[config.mk]
export PLATFORM = sky130hd
export DESIGN_NAME = spi_cmd_parser
export DESIGN_NICKNAME = d
export VERILOG_FILES = /design/src/rtl/spi_cmd_parser_pkg.sv /design/src/rtl/spi_cmd_parser.sv
export SDC_FILE = /design/constraint.sdc
export NUM_CORES = 1
export LEC_CHECK = 0
export BUFFER_PORTS_ARGS = -buffer_cell sky130_fd_sc_hd__buf_2
export CORE_MARGIN = 8
export CORE_UTILIZATION = 48
export DETAILED_ROUTE_END_ITERATION = 7
export MAX_ROUTING_LAYER = met4
export PLACE_DENSITY_LB_ADDON = 0.08
export SKIP_LAST_GASP = 1
export SYNTH_ARGS = -nofsm -noshare
export SYNTH_HDL_FRONTEND = slang
export SYNTH_SLANG_ARGS = --single-unit
[constraint.sdc]
create_clock -name clk -period 2.07 [get_ports clk]
set_clock_uncertainty 0.1 [all_clocks]
set_input_delay 0.3105 -clock clk [delete_from_list [all_inputs] [get_ports clk]]
set_output_delay 0.3105 -clock clk [all_outputs]
set_load 0.05 [all_outputs]
[src/rtl/spi_cmd_parser_pkg.sv]
// Shared SPI command parser definitions: command codes, fill bytes and
// the parser state encoding.
package spi_cmd_parser_pkg;

  localparam logic [7:0] CMD_WR  = 8'h80;
  localparam logic [7:0] CMD_RD  = 8'h81;
  localparam logic [7:0] TX_FILL = 8'hFF;
  localparam logic [7:0] TX_IDLE = 8'h00;

  typedef enum logic [3:0] {
    ST_IDLE    = 4'd0,
    ST_ADDR_H  = 4'd1,
    ST_ADDR_L  = 4'd2,
    ST_DATA_H  = 4'd3,
    ST_DATA_L  = 4'd4,
    ST_RD_WAIT = 4'd5,
    ST_RD_H    = 4'd6,
    ST_RD_L    = 4'd7,
    ST_DISCARD = 4'd8
  } state_t;

  // A state that is part of an unfinished frame (abort/resync is counted).
  function automatic logic in_frame(input state_t s);
    return (s != ST_IDLE) && (s != ST_DISCARD);
  endfunction

endpackage

[src/rtl/spi_cmd_parser.sv]
// SPI command parser: turns received bytes into register write/read strobes
// and feeds read data back to the MISO shifter.
//
// Handshakes: all strobes (i_rx_valid, i_rd_valid, o_wr_en, o_rd_en,
// o_tx_load) are single-cycle, no backpressure. A strobe is consumed on the
// rising clk edge where it is high; associated data must be valid in that
// same cycle, and the parser's outputs are registered so data outputs are
// stable in every cycle their strobe is high.
module spi_cmd_parser
  import spi_cmd_parser_pkg::*;
#(
  parameter int ADDR_WD    = 16,
  parameter int DATA_WD    = 16,
  parameter int RD_TIMEOUT = 15
) (
  input  logic               clk,
  input  logic               reset,
  input  logic               i_frame_active,
  input  logic               i_rx_valid,
  input  logic [8:0]         iv_rx_data,
  output logic               o_wr_en,
  output logic               o_rd_en,
  output logic [ADDR_WD-1:0] ov_addr,
  output logic [DATA_WD-1:0] ov_wr_data,
  input  logic               i_rd_valid,
  input  logic [DATA_WD-1:0] iv_rd_data,
  output logic [7:0]         ov_tx_data,
  output logic               o_tx_load,
  output logic [7:0]         ov_err_cnt,
  output state_t             dbg_state
);

  localparam int TW = $clog2(RD_TIMEOUT + 1);

  state_t             state_q, state_d;
  logic               is_rd_q, is_rd_d;
  logic               fa_q;
  logic [TW-1:0]      tcnt_q, tcnt_d;
  logic [DATA_WD-1:0] rd_q, rd_d;
  logic [ADDR_WD-1:0] addr_d;
  logic [DATA_WD-1:0] wdata_d;
  logic [7:0]         tx_d;
  logic               wr_d, rd_en_d, load_d, err_inc;
  logic               cmd_strobe, frame_fall;

  assign cmd_strobe = i_rx_valid & iv_rx_data[8];
  assign frame_fall = fa_q & ~i_frame_active;
  assign dbg_state  = state_q;

  // State and all registered outputs; reset discards any partial frame.
  always_ff @(posedge clk or posedge reset) begin
    if (reset) begin
      state_q    <= ST_IDLE;
      is_rd_q    <= 1'b0;
      fa_q       <= 1'b0;
      tcnt_q     <= '0;
      rd_q       <= '0;
      ov_addr    <= '0;
      ov_wr_data <= '0;
      ov_tx_data <= TX_IDLE;
      o_wr_en    <= 1'b0;
      o_rd_en    <= 1'b0;
      o_tx_load  <= 1'b0;
      ov_err_cnt <= '0;
    end else begin
      state_q    <= state_d;
      is_rd_q    <= is_rd_d;
      fa_q       <= i_frame_active;
      tcnt_q     <= tcnt_d;
      rd_q       <= rd_d;
      ov_addr    <= addr_d;
      ov_wr_data <= wdata_d;
      ov_tx_data <= tx_d;
      o_wr_en    <= wr_d;
      o_rd_en    <= rd_en_d;
      o_tx_load  <= load_d;
      if (err_inc && (ov_err_cnt != 8'hFF)) ov_err_cnt <= ov_err_cnt + 8'd1;
    end
  end

  // Next state: command resync beats frame abort, which beats normal parsing
  // (including the read timeout).
  always_comb begin
    state_d = state_q;
    is_rd_d = is_rd_q;
    tcnt_d  = tcnt_q;
    rd_d    = rd_q;
    addr_d  = ov_addr;
    wdata_d = ov_wr_data;
    tx_d    = ov_tx_data;
    wr_d    = 1'b0;
    rd_en_d = 1'b0;
    load_d  = 1'b0;
    err_inc = 1'b0;
    if (cmd_strobe) begin
      if (in_frame(state_q)) err_inc = 1'b1;
      tx_d   = TX_IDLE;
      tcnt_d = '0;
      if (iv_rx_data[7:0] == CMD_WR) begin
        is_rd_d = 1'b0;
        state_d = ST_ADDR_H;
      end else if (iv_rx_data[7:0] == CMD_RD) begin
        is_rd_d = 1'b1;
        state_d = ST_ADDR_H;
      end else begin
        err_inc = 1'b1;
        state_d = ST_DISCARD;
      end
    end else if (frame_fall && in_frame(state_q)) begin
      err_inc = 1'b1;
      tx_d    = TX_IDLE;
      tcnt_d  = '0;
      state_d = ST_IDLE;
    end else if (frame_fall && (state_q == ST_DISCARD)) begin
      tx_d    = TX_IDLE;
      state_d = ST_IDLE;
    end else begin
      case (state_q)
        ST_ADDR_H: if (i_rx_valid) begin
          addr_d[ADDR_WD-1 -: 8] = iv_rx_data[7:0];
          state_d = ST_ADDR_L;
        end
        ST_ADDR_L: if (i_rx_valid) begin
          addr_d[7:0] = iv_rx_data[7:0];
          if (is_rd_q) begin
            rd_en_d = 1'b1;
            tcnt_d  = '0;
            state_d = ST_RD_WAIT;
          end else begin
            state_d = ST_DATA_H;
          end
        end
        ST_DATA_H: if (i_rx_valid) begin
          wdata_d[DATA_WD-1 -: 8] = iv_rx_data[7:0];
          state_d = ST_DATA_L;
        end
        ST_DATA_L: if (i_rx_valid) begin
          wdata_d[7:0] = iv_rx_data[7:0];
          wr_d    = 1'b1;
          state_d = ST_IDLE;
        end
        ST_RD_WAIT: begin
          if (i_rd_valid) begin
            rd_d    = iv_rd_data;
            tx_d    = iv_rd_data[DATA_WD-1 -: 8];
            load_d  = 1'b1;
            state_d = ST_RD_H;
          end else if (tcnt_q == TW'(RD_TIMEOUT - 1)) begin
            tx_d    = TX_FILL;
            load_d  = 1'b1;
            err_inc = 1'b1;
            tcnt_d  = '0;
            state_d = ST_DISCARD;
          end else begin
            tcnt_d = tcnt_q + 1'b1;
          end
        end
        ST_RD_H: if (i_rx_valid) begin
          tx_d    = rd_q[7:0];
          load_d  = 1'b1;
          state_d = ST_RD_L;
        end
        ST_RD_L: if (i_rx_valid) begin
          tx_d    = TX_IDLE;
          state_d = ST_IDLE;
        end
        default: ;
      endcase
    end
  end

endmodule

==> impl_metrics.py <==
metrics = {
    "run_status": {
        "status": "complete, no violations",
    },
    "power": {
        "switching_share": 0.467,
        "p_leak_uw": 0.00211,
        "p_sw_uw": 3290,
        "clockPowerShare": 0.199,
        "ir_drop_mv": 1.10,
        "powerDensity_nw_per_um2": 1660,
        "internal-power_uw": 3750,
        "p_comb_frac": 0.484,
        "power_frac_seq": 0.317,
    },
    "floorplanning": {
        "io_pins": 85,
        "num_rows": 30,
        "dieWidth_um": 99,
        "start_util": 0.492,
        "die_h_um": 99,
        "die_area_um2": 9800,
        "core_um2": 6720,
    },
    "place": {
        "pre_cts_ws_ns": 0.0646,
        "place_congestion": 0.889,
        "dp_hpwl_mm": 5.93,
        "port_buffers": 84,
    },
    "hold_path": {
        "min_path_type": "input pin to register",
    },
    "clocking": {
        "worstSkewPairLatency_ns": 0.35,
        "numCtsBuffers": 9,
        "cts_htree_levels": 3,
        "root_buffer": "clkbuf_8",
        "clkSinkCount": 69,
        "clkTransAtPathRegs_ns": 0.08,
        "cts_tree": "built",
        "clockBufferDepth": 2,
    },
    "yosys": {
        "synth_area_um2": 3310,
        "ys_seq_elements": 69,
        "avgSynthCellArea_um2": 11.9,
        "synth_edf_count": 0,
        "synth_common_cells": "dfrtp_1, mux2_2, nand2_1",
        "synth_top_area_share": 0.522,
        "syn_inst": 279,
        "synthArstFlopShare": 1.00,
        "syn-num-nets": 310,
        "yosysUniqueCellTypes": 57,
        "netlist_top_cells_area": "dfrtp_1, mux2_2, mux2_4",
        "ys_warn_count": 0,
        "synth_area_leader_cell": "dfrtp_1",
        "ys_seq_area_frac": 0.522,
        "synth-main-ff-cell": "dfrtp_1",
        "synth.most_common_cell": "dfrtp_1",
    },
    "detailed_routing": {
        "via_count": 2566,
        "drt-initial-drc-count": 114,
        "wl_per_cell_um": 17.8,
        "drcViolationCount": 0,
        "first_pass_iters": 4,
        "ant_nets": 0,
        "avgViaCountPerCell": 5.49,
        "routed_wl_mm": 8.30,
    },
    "final_layout": {
        "fill_cells": 560,
        "syn_to_final_growth_pct": 28.0,
        "drive_above_1_share": 0.475,
        "antenna_cells": 0,
        "regArea_um2": 1730,
        "nets": 413,
        "multi_input_area_um2": 1500,
    },
    "timing": {
        "relSlewSlack": 0.676,
        "finalMaxSlewViolations": 0,
        "setup_violations": 0,
        "final.setup.worst_slack_ns": 0.0986,
        "fin_crit_sh": 0.952,
        "worst-slew-pin-transition_ns": 0.487,
        "hold_violations": 0,
        "period_minus_slack_ns": 1.97,
        "whs_ns": 0.0862,
        "max_freq_ghz": 0.507,
    },
    "setup_path": {
        "crit_fanout": 10,
        "crit_type": "register to register",
        "slowest_delay_ns": 0.52,
        "crit_family": "simple AND/OR/NAND/NOR gates",
        "cp-start-kind": "register",
        "cp.arrival_ns": 2.11,
        "worstPathCellList": "buf_4 > nor3_1 > nand2_1 > mux2_2",
        "end_kind": "register",
        "required_ns": 2.21,
        "critPathBufInv": 1,
        "critPathSlowestCell": "dfrtp_1",
    },
    "global_route": {
        "grt_max_degree": 39,
        "antenna_found_initial": 0,
        "grt_usage": 0.179,
        "grt_pass1_vias": 2652,
        "grt.overflow.total": 0,
        "grt_pass1_wl_mm": 13.4,
    },
    "run": {
        "timing.max_cap.violations": 0,
    },
}
[cell usage in the layout (no fill, tap or decap), types with 8 or more instances in the layout]
cell type and n:
buf_4 17, clkbuf_8 11, buf_2 84, mux2_4 8
mux2_2 34, nand2_1 21, nor2_1 17, a21oi_1 14
nor3_1 11, o21ai_0 8, dfrtp_1 66
[metal layers]
layer | share of wire | track usage
met1 | 0.45 | 0.212
met2 | 0.47 | 0.278
met3 | 0.065 | 0.0514
met4 | 0.015 | 0.0744
met5 | 0 | -
[power by group through the flow]
| stage | Combinational [µW] | Clock (µW) | Sequential, µW |
|---|---|---|---|
| 5_1_grt | 3600 | 1480 | 2300 |
| 6_report | 3410 | 1400 | 2230 |
| 3_5_place_dp | 3370 | 0 | 2240 |
| 4_1_cts | 3380 | 1430 | 2220 |
| 3_3_place_gp | 3350 | 0 | 2220 |
| 2_1_floorplan | 1040 | 0 | 3740 |
[layout make-up]
cell class	instances	area share
multi-input combinational	188	0.354
inverter	9	0.00887
clock buffer	11	0.0358
tap	80	0.0237
timing repair buffer	105	0.144
sequential	69	0.409
clock inverter	5	0.0251
[logic make-up after synthesis]
kind of cell             count (synthesis)  share of synthesized area
multiplexers                            45                      0.162
adder cells (fa/ha/maj)                  1                    0.00378
AND/OR/NAND/NOR                         83                      0.137
flip-flops                              69                      0.522
AO/OA/AOI/OAI                           52                      0.120
buffers and inverters                   22                     0.0367
XOR/XNOR                                 7                     0.0185
[state kept, by name (all words and copies together) (netlist names)]
| name | count |
|---|---|
| o_tx_load | 1 |
| tcnt_q | 4 |
| ov_wr_data | 16 |
| ov_err_cnt | 8 |
| o_rd_en | 1 |
| dbg_state | 4 |
| fa_q | 1 |
| rd_q | 8 |
| ov_addr | 16 |
| o_wr_en | 1 |
| is_rd_q | 1 |
| ov_tx_data | 8 |
[repair_timing]
item,CTS,global route
endpoints found under the setup margin,0,11
hold endpoints to repair,32,0
hold buffers,2,0
buffers inserted,0,1
gates resized for setup,0,6
[stage by stage]
stage | utilization | total power, µW | area (µm²) | setup TNS, ns | std cells
after global placement | 0.582 | 5570 | 3910 | 0 | 448
final | 0.630 | 7040 | 4230 | 0 | 467
after global routing | 0.630 | 7370 | 4230 | -0.0168 | 467
after floorplan | - | 4780 | 3310 | 0 | 279
after CTS | 0.623 | 7030 | 4190 | 0 | 466
after detailed placement | 0.582 | 5610 | 3910 | 0 | 448
[path summary, 6_finish.rpt]
check | start | to | slack, ns | depth (start not counted)
setup reg to reg | dbg_state[2]$_DFFE_PP0P_ | ov_addr[14]$_DFFE_PP0P_ | 0.1 | 4
min in group asynchronous | reset | dbg_state[2]$_DFFE_PP0P_ | 0.52 | 4
hold reg to reg | ov_tx_data[5]$_DFFE_PP0P_ | ov_tx_data[5]$_DFFE_PP0P_ | 0.38 | 2
hold / removal | iv_rd_data[7] | rd_q[7]$_DFFE_PP0P_ | 0.09 | 2
max in group asynchronous | reset | dbg_state[0]$_DFFE_PP0P_ | 0.97 | 4
setup / recovery | dbg_state[2]$_DFFE_PP0P_ | ov_addr[14]$_DFFE_PP0P_ | 0.1 | 4
No activity file was read; power rests on OpenSTA's default activity.
